--- config.mk ---
export PLATFORM = sky130hd
export DESIGN_NAME = tri_dispatch
export DESIGN_NICKNAME = d
export VERILOG_FILES = /design/src/rtl/tri_dispatch_pkg.sv /design/src/rtl/tri_dispatch_arbiter.sv /design/src/rtl/tri_dispatch.sv
export SDC_FILE = /design/constraint.sdc
export NUM_CORES = 1
export LEC_CHECK = 0
export ABC_AREA = 1
export CORE_AREA = 2 2 227 229
export DETAILED_ROUTE_END_ITERATION = 8
export DIE_AREA = 0 0 229 231
export MAX_ROUTING_LAYER = met4
export SKIP_LAST_GASP = 1
export SLEW_MARGIN = 20
export SYNTH_ARGS = -nofsm -noshare
export SYNTH_HDL_FRONTEND = slang
export SYNTH_SLANG_ARGS = --single-unit
export TNS_END_PERCENT = 100
--- constraint.sdc ---
create_clock -name clk -period 2.3 [get_ports clk]
set_input_delay 0.46 -clock clk [delete_from_list [all_inputs] [get_ports clk]]
set_output_delay 0.46 -clock clk [all_outputs]
set_load 0.01 [all_outputs]
--- src/rtl/tri_dispatch_pkg.sv ---
`default_nettype none
// ============================================================================
// Module  : tri_dispatch_pkg
// Brief   : Shared types and default widths for the triangle dispatcher.
// Revision: 1.0
// ============================================================================
package tri_dispatch_pkg;

    localparam int c_def_num_pu = 4;
    localparam int c_def_addr_w = 13;
    localparam int c_def_data_w = 128;
    localparam int c_def_cnt_w  = 12;

    typedef enum logic [2:0] {
        IDLE     = 3'd0,
        RD_HI    = 3'd1,
        RD_LO    = 3'd2,
        WAIT_Q   = 3'd3,
        DISPATCH = 3'd4
    } state_t;

    // Owner of the RAM data returning on the next cycle.
    typedef enum logic [1:0] {
        NONE = 2'd0,
        HI   = 2'd1,
        LO   = 2'd2
    } tag_t;

endpackage
`default_nettype wire

--- src/rtl/tri_dispatch_arbiter.sv ---
`default_nettype none
// ============================================================================
// Module  : rr_arbiter
// Brief   : Combinational round-robin arbiter; scans cyclically from ptr.
// Revision: 1.0
// ============================================================================
module rr_arbiter #(
    parameter int NUM_PU = 4,
    parameter int IDX_W  = $clog2(NUM_PU)
) (
    input  logic [NUM_PU-1:0] req,
    input  logic [IDX_W-1:0]  ptr,
    output logic [NUM_PU-1:0] grant,
    output logic [IDX_W-1:0]  grant_idx,
    output logic              any
);

    function automatic logic [IDX_W-1:0] wrap_idx(input int v);
        return IDX_W'(v % NUM_PU);
    endfunction

    always_comb begin
        grant     = '0;
        grant_idx = '0;
        any       = 1'b0;
        for (int i = 0; i < NUM_PU; i++) begin
            if (!any && req[wrap_idx(int'(ptr) + i)]) begin
                any                              = 1'b1;
                grant_idx                        = wrap_idx(int'(ptr) + i);
                grant[wrap_idx(int'(ptr) + i)]   = 1'b1;
            end
        end
    end

endmodule
`default_nettype wire

--- src/rtl/tri_dispatch.sv ---
`default_nettype none
// ============================================================================
// Module  : tri_dispatch
// Brief   : Fetches 2-word triangles from vertex RAM and deals them to PUs.
// Revision: 1.0
// ============================================================================
module tri_dispatch
    import tri_dispatch_pkg::*;
#(
    parameter int NUM_PU = c_def_num_pu,
    parameter int ADDR_W = c_def_addr_w,
    parameter int DATA_W = c_def_data_w,
    parameter int CNT_W  = c_def_cnt_w
) (
    input  logic                  clk,
    input  logic                  rst,
    input  logic                  i_start,
    input  logic [ADDR_W-1:0]     i_base_addr,
    input  logic [CNT_W-1:0]      i_tri_count,
    output logic                  o_busy,
    output logic                  o_frame_done,
    input  logic                  i_pcie_dmard_read,
    input  logic [ADDR_W-1:0]     i_pcie_dmard_addr,
    output logic [DATA_W-1:0]     o_pcie_dmard_data,
    output logic                  o_pcie_dmard_valid,
    output logic                  o_ram_rden,
    output logic [ADDR_W-1:0]     o_ram_rdaddress,
    input  logic [DATA_W-1:0]     i_ram_q,
    input  logic [NUM_PU-1:0]     i_pu_ready,
    output logic [NUM_PU-1:0]     o_pu_valid,
    output logic [2*DATA_W-1:0]   o_pu_data
);

    localparam int IDX_W = $clog2(NUM_PU);

    state_t                r_state;
    state_t                w_next;
    tag_t                  r_tag;
    tag_t                  w_tag;
    logic [ADDR_W-1:0]     r_rd_ptr;
    logic [CNT_W-1:0]      r_remaining;
    logic [IDX_W-1:0]      r_rr_ptr;
    logic [2*DATA_W-1:0]   r_tri;
    logic                  r_frame_done;
    logic                  r_pcie_valid;
    logic                  w_rden;
    logic [ADDR_W-1:0]     w_addr;
    logic [NUM_PU-1:0]     w_grant;
    logic [IDX_W-1:0]      w_grant_idx;
    logic                  w_any;
    logic                  w_fire;

    rr_arbiter #(
        .NUM_PU (NUM_PU),
        .IDX_W  (IDX_W)
    ) u_arb (
        .req       (i_pu_ready),
        .ptr       (r_rr_ptr),
        .grant     (w_grant),
        .grant_idx (w_grant_idx),
        .any       (w_any)
    );

    assign w_fire = (r_state == DISPATCH) && w_any;

    // PCIe owns the port whenever it asks; fetch issues only otherwise.
    always_comb begin
        w_next = r_state;
        w_tag  = NONE;
        w_rden = 1'b0;
        w_addr = '0;
        if (i_pcie_dmard_read) begin
            w_rden = 1'b1;
            w_addr = i_pcie_dmard_addr;
        end
        case (r_state)
            IDLE: begin
                if (i_start && (i_tri_count != '0)) begin
                    w_next = RD_HI;
                end
            end
            RD_HI: begin
                if (!i_pcie_dmard_read) begin
                    w_rden = 1'b1;
                    w_addr = r_rd_ptr;
                    w_tag  = HI;
                    w_next = RD_LO;
                end
            end
            RD_LO: begin
                if (!i_pcie_dmard_read) begin
                    w_rden = 1'b1;
                    w_addr = r_rd_ptr + ADDR_W'(1);
                    w_tag  = LO;
                    w_next = WAIT_Q;
                end
            end
            WAIT_Q: begin
                w_next = DISPATCH;
            end
            DISPATCH: begin
                if (w_any) begin
                    w_next = (r_remaining == CNT_W'(1)) ? IDLE : RD_HI;
                end
            end
            default: begin
                w_next = IDLE;
            end
        endcase
    end

    always_ff @(posedge clk) begin
        if (rst) begin
            r_state      <= IDLE;
            r_tag        <= NONE;
            r_rd_ptr     <= '0;
            r_remaining  <= '0;
            r_rr_ptr     <= '0;
            r_tri        <= '0;
            r_frame_done <= 1'b0;
            r_pcie_valid <= 1'b0;
        end else begin
            r_state      <= w_next;
            r_tag        <= w_tag;
            r_pcie_valid <= i_pcie_dmard_read;
            r_frame_done <= 1'b0;

            if ((r_state == IDLE) && i_start) begin
                if (i_tri_count != '0) begin
                    r_rd_ptr    <= i_base_addr;
                    r_remaining <= i_tri_count;
                end else begin
                    r_frame_done <= 1'b1;
                end
            end

            if (r_tag == HI) begin
                r_tri[2*DATA_W-1:DATA_W] <= i_ram_q;
            end
            if (r_tag == LO) begin
                r_tri[DATA_W-1:0] <= i_ram_q;
            end

            if (w_fire) begin
                r_rr_ptr    <= (w_grant_idx == IDX_W'(NUM_PU - 1)) ? '0 : w_grant_idx + IDX_W'(1);
                r_rd_ptr    <= r_rd_ptr + ADDR_W'(2);
                r_remaining <= r_remaining - CNT_W'(1);
                if (r_remaining == CNT_W'(1)) begin
                    r_frame_done <= 1'b1;
                end
            end
        end
    end

    assign o_busy             = (r_state != IDLE);
    assign o_frame_done       = r_frame_done;
    assign o_pcie_dmard_data  = i_ram_q;
    assign o_pcie_dmard_valid = r_pcie_valid;
    assign o_ram_rden         = w_rden;
    assign o_ram_rdaddress    = w_addr;
    assign o_pu_valid         = w_fire ? w_grant : '0;
    assign o_pu_data          = r_tri;

endmodule
`default_nettype wire

### Word-level counts from Yosys, hierarchy flattened

Index checks and enable logic that the tools add are counted.

* add/subtract/negate cells: 7
* multipliers: 0
* divide/modulo/power cells: 0
* $lt $le $gt $ge: 8
* equal/unequal tests: 12
* shift operators: 0
* muxes and demuxes: 56
* bitwise gates (word level): 3
* reductions and logical operators: 21

Operators by type and width (number)
* 13-bit two-way mux: 6
* 12-bit two-way mux: 3
* 13-bit one-hot mux with 2 select lines: 1
* 1-bit two-way mux: 21
* 4-bit two-way mux: 5
* 3-bit one-hot mux with 5 select lines: 1
* 13-bit by 1-bit adder with 13-bit output, second input constant: 1
* 13-bit by 2-bit adder with 13-bit output, second input constant: 1
* 12-bit by 1-bit equality test with 1-bit output, second input constant: 1
* 2-bit by 3-bit less-than comparator with 1-bit output, second input constant: 4
* 2-bit two-way mux: 6
* 3-bit two-way mux: 4
* 4-bit OR: 3
* 12-bit nonzero test: 1
* 12-bit by 1-bit subtractor with 12-bit output, second input constant: 1
* 1-bit logical AND: 10
* 1-bit binary-select mux with 2-bit select: 4
* 1-bit demux with 2-bit select: 4
* 2-bit by 1-bit greater-or-equal comparator with 1-bit output, second input constant: 4
* 2-bit != test, second input constant: 4
* 3-bit by 2-bit equality test with 1-bit output, second input constant: 2
* 2-bit by 1-bit adder with 2-bit output, second input constant: 2
* 2-bit adder, second input constant: 2
* 2-bit equality test, second input constant: 2
* 11 further kinds: 14

* register bits after elaboration: 290
* latch bits: 0
* memory bits (writable): 0
* ROM bits: 0
* input bits: 174
* output and inout bits: 405
* word-level logic and storage cells: 116
* memories: 0

### Logic depth before layout (Yosys ltp)

Gate-level depths: netlist (run 1).

* depth after elaboration: 15
* mapped depth: 16
* depth with buffers taken out: 14

### By module

Synthesis (run 1) repeated with hierarchy kept, for this count alone.

* cells, all modules: 1734
* area total of the unflattened synthesis: 12704.7 um^2

Modules (own cells, without submodules)
* tri_dispatch: times used 1, cells an instance 1660, area each 12264.3 um^2, sequential area each 5805.6 um^2
* rr_arbiter: times used 1, cells an instance 74, area each 440.4 um^2, sequential area each 0.0 um^2

### Least setup slack after synthesis (run 1)

No wires, ideal clock.

* path type: register -> output
* start point: reg r_rr_ptr[1]
* end point: out o_pu_valid[0]
* arrival: 1.854 ns
* data required time: 1.840 ns
* path slack: -0.014 ns
* cell stages (with the launch flop): 13
* buffers on the path: 1
* path through: dfxtp_1 -> inv_1 -> ha_1 -> inv_1 -> nand2_1 -> nand2_2 -> nor2_8 -> nand3_4 -> nand2_4 -> inv_4 -> buf_2 -> nand2_1 -> inv_1

* cells in the longest elaborated chain, start to end: 14
* elaborated cells between the ends (all ways): 50
* those cells by class: 3 x add/sub; 8 x order compare; 25 x mux; 3 x bitwise; 11 x reduce/logical

Ends and longest elaborated chain
* start: declaration: RTL line tri_dispatch.sv:42 `logic [IDX_W-1:0] r_rr_ptr;`
* start signal: assignment: RTL line tri_dispatch.sv:145 `r_rr_ptr <= (w_grant_idx == IDX_W'(NUM_PU - 1)) ? '0 : w_grant_idx + IDX_W'(1);`
* parallel branches: the longest is 13 deep, another holds 2-bit by 3-bit less-than comparator with 1-bit output
* 4-bit two-way mux (*): RTL line tri_dispatch.sv:161 `assign o_pu_valid = w_fire ? w_grant : '0;`
* end: declaration: RTL line tri_dispatch.sv:30 `output logic [NUM_PU-1:0] o_pu_valid,`

Mark *: on every way between the ends. The select of a mux whose other input is x is not followed.

### Worst setup path in the final report (run 1)

* start point: reg r_rr_ptr[0]
* end point: out o_pu_valid[2]

The elaborated chain is that of the path after synthesis.

==> summary.txt, run 1 <==
CTS
  • Clock Latency Late Sink: 0.55 ns
  • CTS tree: done
  • Clock-pin slew on the worst setup and hold paths: 0.05 ns
  • Root buffer cell: clkbuf_16
  • Total CTS buffers: 36
  • CTS max path bufs: 3
  • Sink Count: between 200 and 300
  • Max H-tree Level: 2

Floorplan
  • Starting Density: between 20% and 30%
  • Die X: 229 um
  • Row count: 83
  • Placeable Area: around 51000 um2
  • Die ar.: 52900 um2
  • Die Height: approximately 230 um
  • I/O pin count: 579

Drt
  • Drt initial violations: a little over 600
  • Post-detailed-routing wire length: between 50 and 60 mm
  • Routed Antenna Nets: 0
  • Remaining DRCs: 0
  • WL per Instance: roughly 17 um
  • Routed vias: 12.9k
  • Drt first pass iters: 4
  • DR vias/cell: ~4.4

STA
  • Unrepaired setup endpoints after global routing: true
  • Final setup vio count: 13
  • Endpoints failing hold: 0
  • Final TNS setup: -2.12 ns
  • Relative slew slack: 58.1%
  • Least-Margin Pin Slew: 0.622 ns
  • Ratio of final minimum period to clock period: 111%
  • Setup Skew: 0.0185 ns
  • Worst Slack Setup Final: -0.258 ns
  • Max Clk Rate: 0.391 GHz
  • Min Tclk post-route: 2.56 ns
  • Slew Viols, Final: 0

Logic synthesis
  • Top cells by count, synth: nor2_1, dfxtp_1, o21ai_0, nand2_1, buf_4
  • Mapped Area: 12500 um2
  • Async SR Flop Fraction: 0%
  • FF+latch count, synth: 290
  • Largest cells by area after synthesis: dfxtp_1, nor2_1, o21ai_0, buf_4, nand2_1
  • YS warnings: 0
  • Area leader, netlist: dfxtp_1
  • Primary FF master, synth: dfxtp_1
  • Top-area cell type share of the netlist area: 46.4%
  • Number of flops mapped to enable cells by yosys: 0
  • Synth Instances: 1708
  • Count leader, synth: nor2_1
  • Post-synth cell types: 40
  • Seq/Total Area, Yosys: 46.4%
  • Mapped Nets: 1894
  • Avg Cell Area, Syn: 7.32 um2

Worst setup path
  • Worst reg2reg endpoint: r_rd_ptr[3]$_SDFFE_PP0P_
  • Reg2reg start: r_rr_ptr[0]$_SDFFE_PP0N_
  • Critical path data required time: 1.84 ns
  • Setup slack, reg-to-reg: roughly 0.1 ns
  • Critical path startpoint: r_rr_ptr[0]$_SDFFE_PP0N_
  • Critical Path Sink Type: primary output
  • Max FO, Critical Path: 7
  • R2r worst-path depth: 15
  • Kind of critical path: reg2out
  • Crit path DAT: 2.10 ns
  • Startpoint Class: register

Global routing
  • Largest net degree at the start of global routing: 78
  • Congestion Overflow GR: 0
  • Vias in the first global route: ~13k
  • Global-route wire length before repair: 74.6 mm
  • Total Routing Usage GR: 18.5%
  • Number of antenna violations at the first check in global routing: 0

Power and ir drop
  • Total Power: 13.7 mW
  • VDD IR max: 0.493 mV
  • PwrDens: 673 nW/um2
  • Static leakage: 8.25 nW

Cells and area
  • Share of cells above drive strength 1: 13.2%
  • Diodes inserted: 0
  • Nets: 2412
  • Area growth syn-to-layout: 63.0%

Placed design
  • Placer Congestion: 0.931
  • IO Port Bufs: 578
  • Dpl ws: -0.601 ns
  • DPL Wire Length: 36.5 mm

Outcome
  • Violated checks: setup timing
  • Status: complete, but fails checks

Hold path
  • Hold EP: o_pu_data[123]$_SDFFE_PP0N_
  • Hold Path Stages: 2
  • Hold Path Class: reg2reg
  • Min-delay src: o_pu_data[123]$_SDFFE_PP0N_

Flow run
  • Max_cap viols: 0
==> report_power, final <==
part | internal, mW | switching, mW
registers | 5.31 | 0.167
logic | 1.41 | 1.41
clock network | 3.20 | 2.23
==> what timing repair did <==
action                     4_1_cts  5_1_grt
pin swaps                       33       24
buffers inserted                16       10
hold buffers                     0        0
setup endpoints to repair       37       31
resized for setup              155       37
==> worst max-delay path: stages (launching register included) <==
cell	delay, ns
dfxtp_4	0.37
inv_6	0.04
ha_4	0.30
inv_2	0.06
nand2_2	0.07
nand2_4	0.07
nor2_8	0.11
buf_12	0.13
nand3_4	0.07
nand2_4	0.08
inv_4	0.05
nand2_1	0.06
inv_1	0.05
buf_6	0.11
==> state kept, by name (all words and copies together) (netlist names) <==
name and count:
o_pu_data 256, r_rd_ptr 13, r_remaining 12, r_state 3, r_rr_ptr 2, r_tag 2, o_frame_done 1, o_pcie_dmard_valid 1
==> how the worst max path moves through the flow <==
stage / endpoint / slack [ns] / depth (start not counted)
after floorplan: o_pu_valid[0] / 0.002 / 12
after global placement: o_pu_valid[3] / -0.55 / 13
after detailed placement: o_pu_valid[3] / -0.60 / 13
after CTS: o_ram_rdaddress[11] / -0.28 / 9
after global routing: o_pu_valid[2] / -0.37 / 12
final: o_pu_valid[2] / -0.26 / 13
==> layout make-up <==
class                   instances  area (um2)
clock buffers                  55        1060
clock inverters                 6        71.3
fillers                      5191       30300
inverters                      65         275
multi-input cells            1127        5410
flip-flops and latches        290        5820
well taps                     680         851
repair buffers                706        6900
==> logic make-up (layout without fill, tap and decap cells) <==
kind of cell,after synthesis,in the layout,share of synthesized area [%]
simple gates,752,752,23.9
compound gates,345,345,14.4
buf+inv,291,832,12.9
flops,290,290,46.4
xor+xnor,18,18,1.26
fa+ha+maj,12,12,1.20
==> metal layers <==
layer	part of all wire (%)	wire [um]	up-vias	global-route usage, %
met5	0	0	-	-
met3	6.0	3010	74	4.69
met1	42	21100	6045	22.0
met4	2.5	1260	0	5.48
li1	-	-	6406	-
met2	49	24600	385	30.7
==> stage by stage <==
step	cell area (um2)	util [%]	instances	hold slack, ns
final	20400	40.2	2929	0.476
after global routing	20400	40.2	2929	0.498
after CTS	20200	39.9	2921	0.482
after detailed placement	18800	37.0	2845	0.471
after global placement	18800	37.0	2845	0.463
after floorplan	12500	-	1708	0.457
==> cell usage in the layout, fill, tap and decap left out, types with 6 or more instances in the layout <==
| master | netlist | routed |
|---|---|---|
| nand4_1 | 10 | 10 |
| xor2_1 | 14 | 13 |
| a21oi_1 | 37 | 32 |
| buf_6 | 3 | 15 |
| o21ai_0 | 261 | 256 |
| clkbuf_16 | 0 | 36 |
| nand3_1 | 32 | 25 |
| nand2_2 | 6 | 18 |
| buf_12 | 0 | 14 |
| nor3_1 | 9 | 9 |
| inv_2 | 4 | 11 |
| clkdlybuf4s50_1 | 0 | 559 |
| buf_4 | 129 | 102 |
| o21ai_1 | 22 | 24 |
| inv_1 | 57 | 42 |
| buf_2 | 4 | 14 |
| nand3_2 | 2 | 7 |
| a31oi_1 | 6 | 6 |
| nor2_1 | 553 | 546 |
| nand2_1 | 133 | 114 |
| ha_1 | 12 | 9 |
| nand2_4 | 2 | 9 |
| clkbuf_1 | 90 | 10 |
| dfxtp_2 | 0 | 7 |
| dfxtp_1 | 290 | 281 |
| clkbuf_8 | 0 | 9 |
| inv_4 | 1 | 8 |
(Power assumes the default switching activity.)
==> run 2: changes to the inputs <==
CORE_AREA = 2 2 226 228   (was 2 2 227 229)
DIE_AREA = 0 0 228 230   (was 0 0 229 231)
HOLD_SLACK_MARGIN = 0.05   (was default)
SLEW_MARGIN = default   (was 20)
==> summary.txt, run 2 (same netlist as run 1, synthesis figures left out) <==
Worst setup path
  • Worst reg2reg endpoint: r_rd_ptr[7]$_SDFFE_PP0P_
  • CP Capture Point: o_pu_valid[2]
  • Reg2reg start: r_rr_ptr[0]$_SDFFE_PP0N_
  • Startpoint Class: register
  • Critical Path Sink Type: primary output
  • Max FO, Critical Path: 7 (unchanged)
  • Setup slack, reg-to-reg: 0.10 ns (about the same)
  • Kind of critical path: reg2out
  • R2r worst-path depth: 15 (unchanged)
  • Critical path startpoint: r_rr_ptr[0]$_SDFFE_PP0N_
  • Crit path DAT: 2.10 ns (about the same)
  • Critical path data required time: 1.84 ns (about the same)

Hold path
  • Min-delay src: o_pu_data[20]$_SDFFE_PP0N_
  • Hold Path Class: reg2reg

Power and ir drop
  • PwrDens: 668 nW/um2 (-0.79%)
  • Static leakage: 8.32 nW (+0.82%)
  • Net Sw Frac: 27.8% (about the same)
  • Logic gate share of total power: 20.9% (+0.3 points)
  • Int Power: 9.90 mW (-0.16%)
  • Total Power: 13.7 mW (-0.15%)
  • Sequential Power Share: 40.0% (about the same)
  • Sw power: 3.81 mW (-0.13%)
  • VDD IR max: 0.389 mV (-21%)
  • Clk pwr share: 39.1% (-0.5 points)

Outcome
  • Status: complete, but fails checks
  • Violated checks: setup timing

Global routing
  • Number of antenna violations at the first check in global routing: 2 (+2)
  • Global-route wire length before repair: 75.9 mm (+1.7%)
  • Largest net degree at the start of global routing: 129 (+65%)
  • Congestion Overflow GR: 0 (unchanged)
  • Total Routing Usage GR: 18.9% (+0.43 points)
  • Vias in the first global route: 12.6k (-0.055%)

CTS
  • CTS tree: done
  • Clock Latency Late Sink: 0.54 ns (about the same)
  • Max H-tree Level: 2 (unchanged)
  • CTS max path bufs: 3 (unchanged)
  • Root buffer cell: clkbuf_16
  • Clock-pin slew on the worst setup and hold paths: 0.06 ns (about the same)
  • CTS Hold Buffers Added: 0 (unchanged)
  • Total CTS buffers: 34 (-5.6%)
  • Sink Count: 290 (unchanged)

Floorplan
  • Starting Density: 25.1% (+0.40 points)
  • Die Height: 230 um (-0.43%)
  • Placeable Area: 49900 um2 (-1.6%)
  • Die ar.: 52400 um2 (-0.87%)
  • I/O pin count: 579 (unchanged)
  • Die X: 228 um (-0.44%)
  • Row count: 82 (-1.2%)

STA
  • Ratio of final minimum period to clock period: 111% (+0.11 points)
  • Worst Slack Setup Final: -0.261 ns (-0.00261 ns)
  • Min Tclk post-route: 2.56 ns (+0.00261 ns)
  • Slew Viols, Final: 0 (unchanged)
  • Setup Skew: 0.0243 ns (+0.00581 ns)
  • Least-Margin Pin Slew: 0.735 ns (+0.113 ns)
  • Final setup vio count: 15 (+2)
  • Relative slew slack: 51.0% (-7.1 points)
  • Max Clk Rate: 0.390 GHz (-0.10%)
  • Unrepaired setup endpoints after global routing: true
  • Endpoints failing hold: 0 (unchanged)

Cells and area
  • Area growth syn-to-layout: 64.1%
  • Register area: 5820 um2 (about the same)
  • Layout filler cell count: 5070 (-2.3%)
  • Commonest non-fill, non-tap cell in the layout: clkdlybuf4s50_1
  • Commonest non-fill, non-tap cells in the layout: clkdlybuf4s50_1, nor2_1, dfxtp_1
  • Share of cells above drive strength 1: 13.8% (+0.64 points)
  • Final Instance Area: 20500 um2 (+0.65%)
  • Number of cells in the finished layout apart from fillers: 2927 (-0.068%)
  • Number of flip-flops under the largest register name: 256 (unchanged)
  • Multi-input gate area: 5500 um2 (+1.6%)
  • Nets: 2415 (+0.12%)

Drt
  • WL met1: 21.5 mm (+1.6%)
  • Top layer used by detailed routing: met4
  • DR WL met3: 2.89 mm (-3.9%)
  • Routed vias: 12.9k (+0.054%)
  • WL per Instance: 17.4 um (+2.2%)
  • Routed Antenna Nets: 0 (unchanged)
  • Drt first pass iters: 5 (+1)
  • Drt initial violations: 652 (+7.4%)
  • WL met2: 25.7 mm (+4.5%)
  • Post-detailed-routing wire length: 51.1 mm (+2.1%)
  • Remaining DRCs: 0 (unchanged)
  • DR vias/cell: 4.41 (+0.12%)

Placed design
  • DPL Wire Length: 37.0 mm (+1.5%)
  • IO Port Bufs: 578 (unchanged)
  • Placed Cells: 2831 (-0.49%)
  • Placer Congestion: 0.933 (+0.24%)
  • Dpl ws: -0.635 ns (-0.0331 ns)
  • Placed Area: 18700 um2 (-0.29%)

Flow run
  • Max_cap viols: 0 (unchanged)
-- run 2: cell count changes in the layout (fill, tap and decap cells not counted), sizes merged --
cell,previous run,this run
clkinvlp,0,2
clkbuf,55,48
clkdlybuf4s15,0,1
buf,146,149
clkinv,7,9
inv,64,65
diode,0,2
bufinv,0,2
-- run 2: what timing repair did --
item | CTS | global route
setup buffers | 33 | 6
endpoints found under the setup margin | 41 | 42
resized for setup | 157 | 63
pin swaps | 31 | 27
gates cloned | 0 | 0
-- run 2: per-layer routing --
metal / GRT usage [%] / up-vias
li1: - / 6396
met1: 22.2 / 6034
met2: 32.6 / 413
met3: 4.39 / 74
met4: 4.78 / 0
met5: - / -
-- run 2: power groups by stage --
stage | clock network [mW] | registers, mW | logic (mW)
6_report | 5.36 | 5.48 | 2.86
5_1_grt | 5.71 | 5.51 | 3.09
4_1_cts | 5.57 | 5.47 | 2.81
3_5_place_dp | 0 | 5.57 | 2.73
3_3_place_gp | 0 | 5.56 | 2.71
2_1_floorplan | 0 | 5.67 | 1.11
-- run 2: cell type report --
class,instances,area share (%)
multi-input combinational,1127,26.8
timing repair buffer,711,34.0
clock buffer,47,4.68
antenna,2,0.0244
sequential,290,28.4
inverter,65,1.37
clock inverter,13,0.695
tap,672,4.10
-- run 2: critical path, stage by stage (launching register included) --
cell and delay [ns]:
dfxtp_4 0.37, inv_6 0.04, ha_4 0.30, inv_2 0.05, nand2_2 0.08, nand2_4 0.07
nor2_8 0.11, buf_12 0.13, nand3_4 0.07, nand2_4 0.09, inv_4 0.05, nand2_1 0.05
inv_1 0.04, buf_6 0.11
-- run 2: worst min-delay path by stage --
stage	end	slack, ns	cells after the start
after floorplan	r_rd_ptr[10]$_SDFFE_PP0P_	0.46	2
after detailed placement	o_pu_data[21]$_SDFFE_PP0N_	0.47	2
final	o_pu_data[20]$_SDFFE_PP0N_	0.48	2
after global routing	r_rd_ptr[2]$_SDFFE_PP0P_	0.49	3
after global placement	o_pu_data[106]$_SDFFE_PP0N_	0.46	2
after CTS	r_rd_ptr[2]$_SDFFE_PP0P_	0.46	3
-- run 2: through the flow --
stage,utilization [%],hold WS [ns],setup TNS (ns)
3_5_place_dp,37.5,0.471,-12.09
3_3_place_gp,37.5,0.463,-8.99
5_1_grt,41.2,0.486,-4.30
6_report,41.2,0.480,-2.39
2_1_floorplan,-,0.457,0
4_1_cts,40.7,0.461,-2.94
==> run 3: changes to the inputs <==
SLEW_MARGIN = 15   (was default)
==> results of run 3 <==
No change in the layout: final DEF, timing and power equal those of run 2.
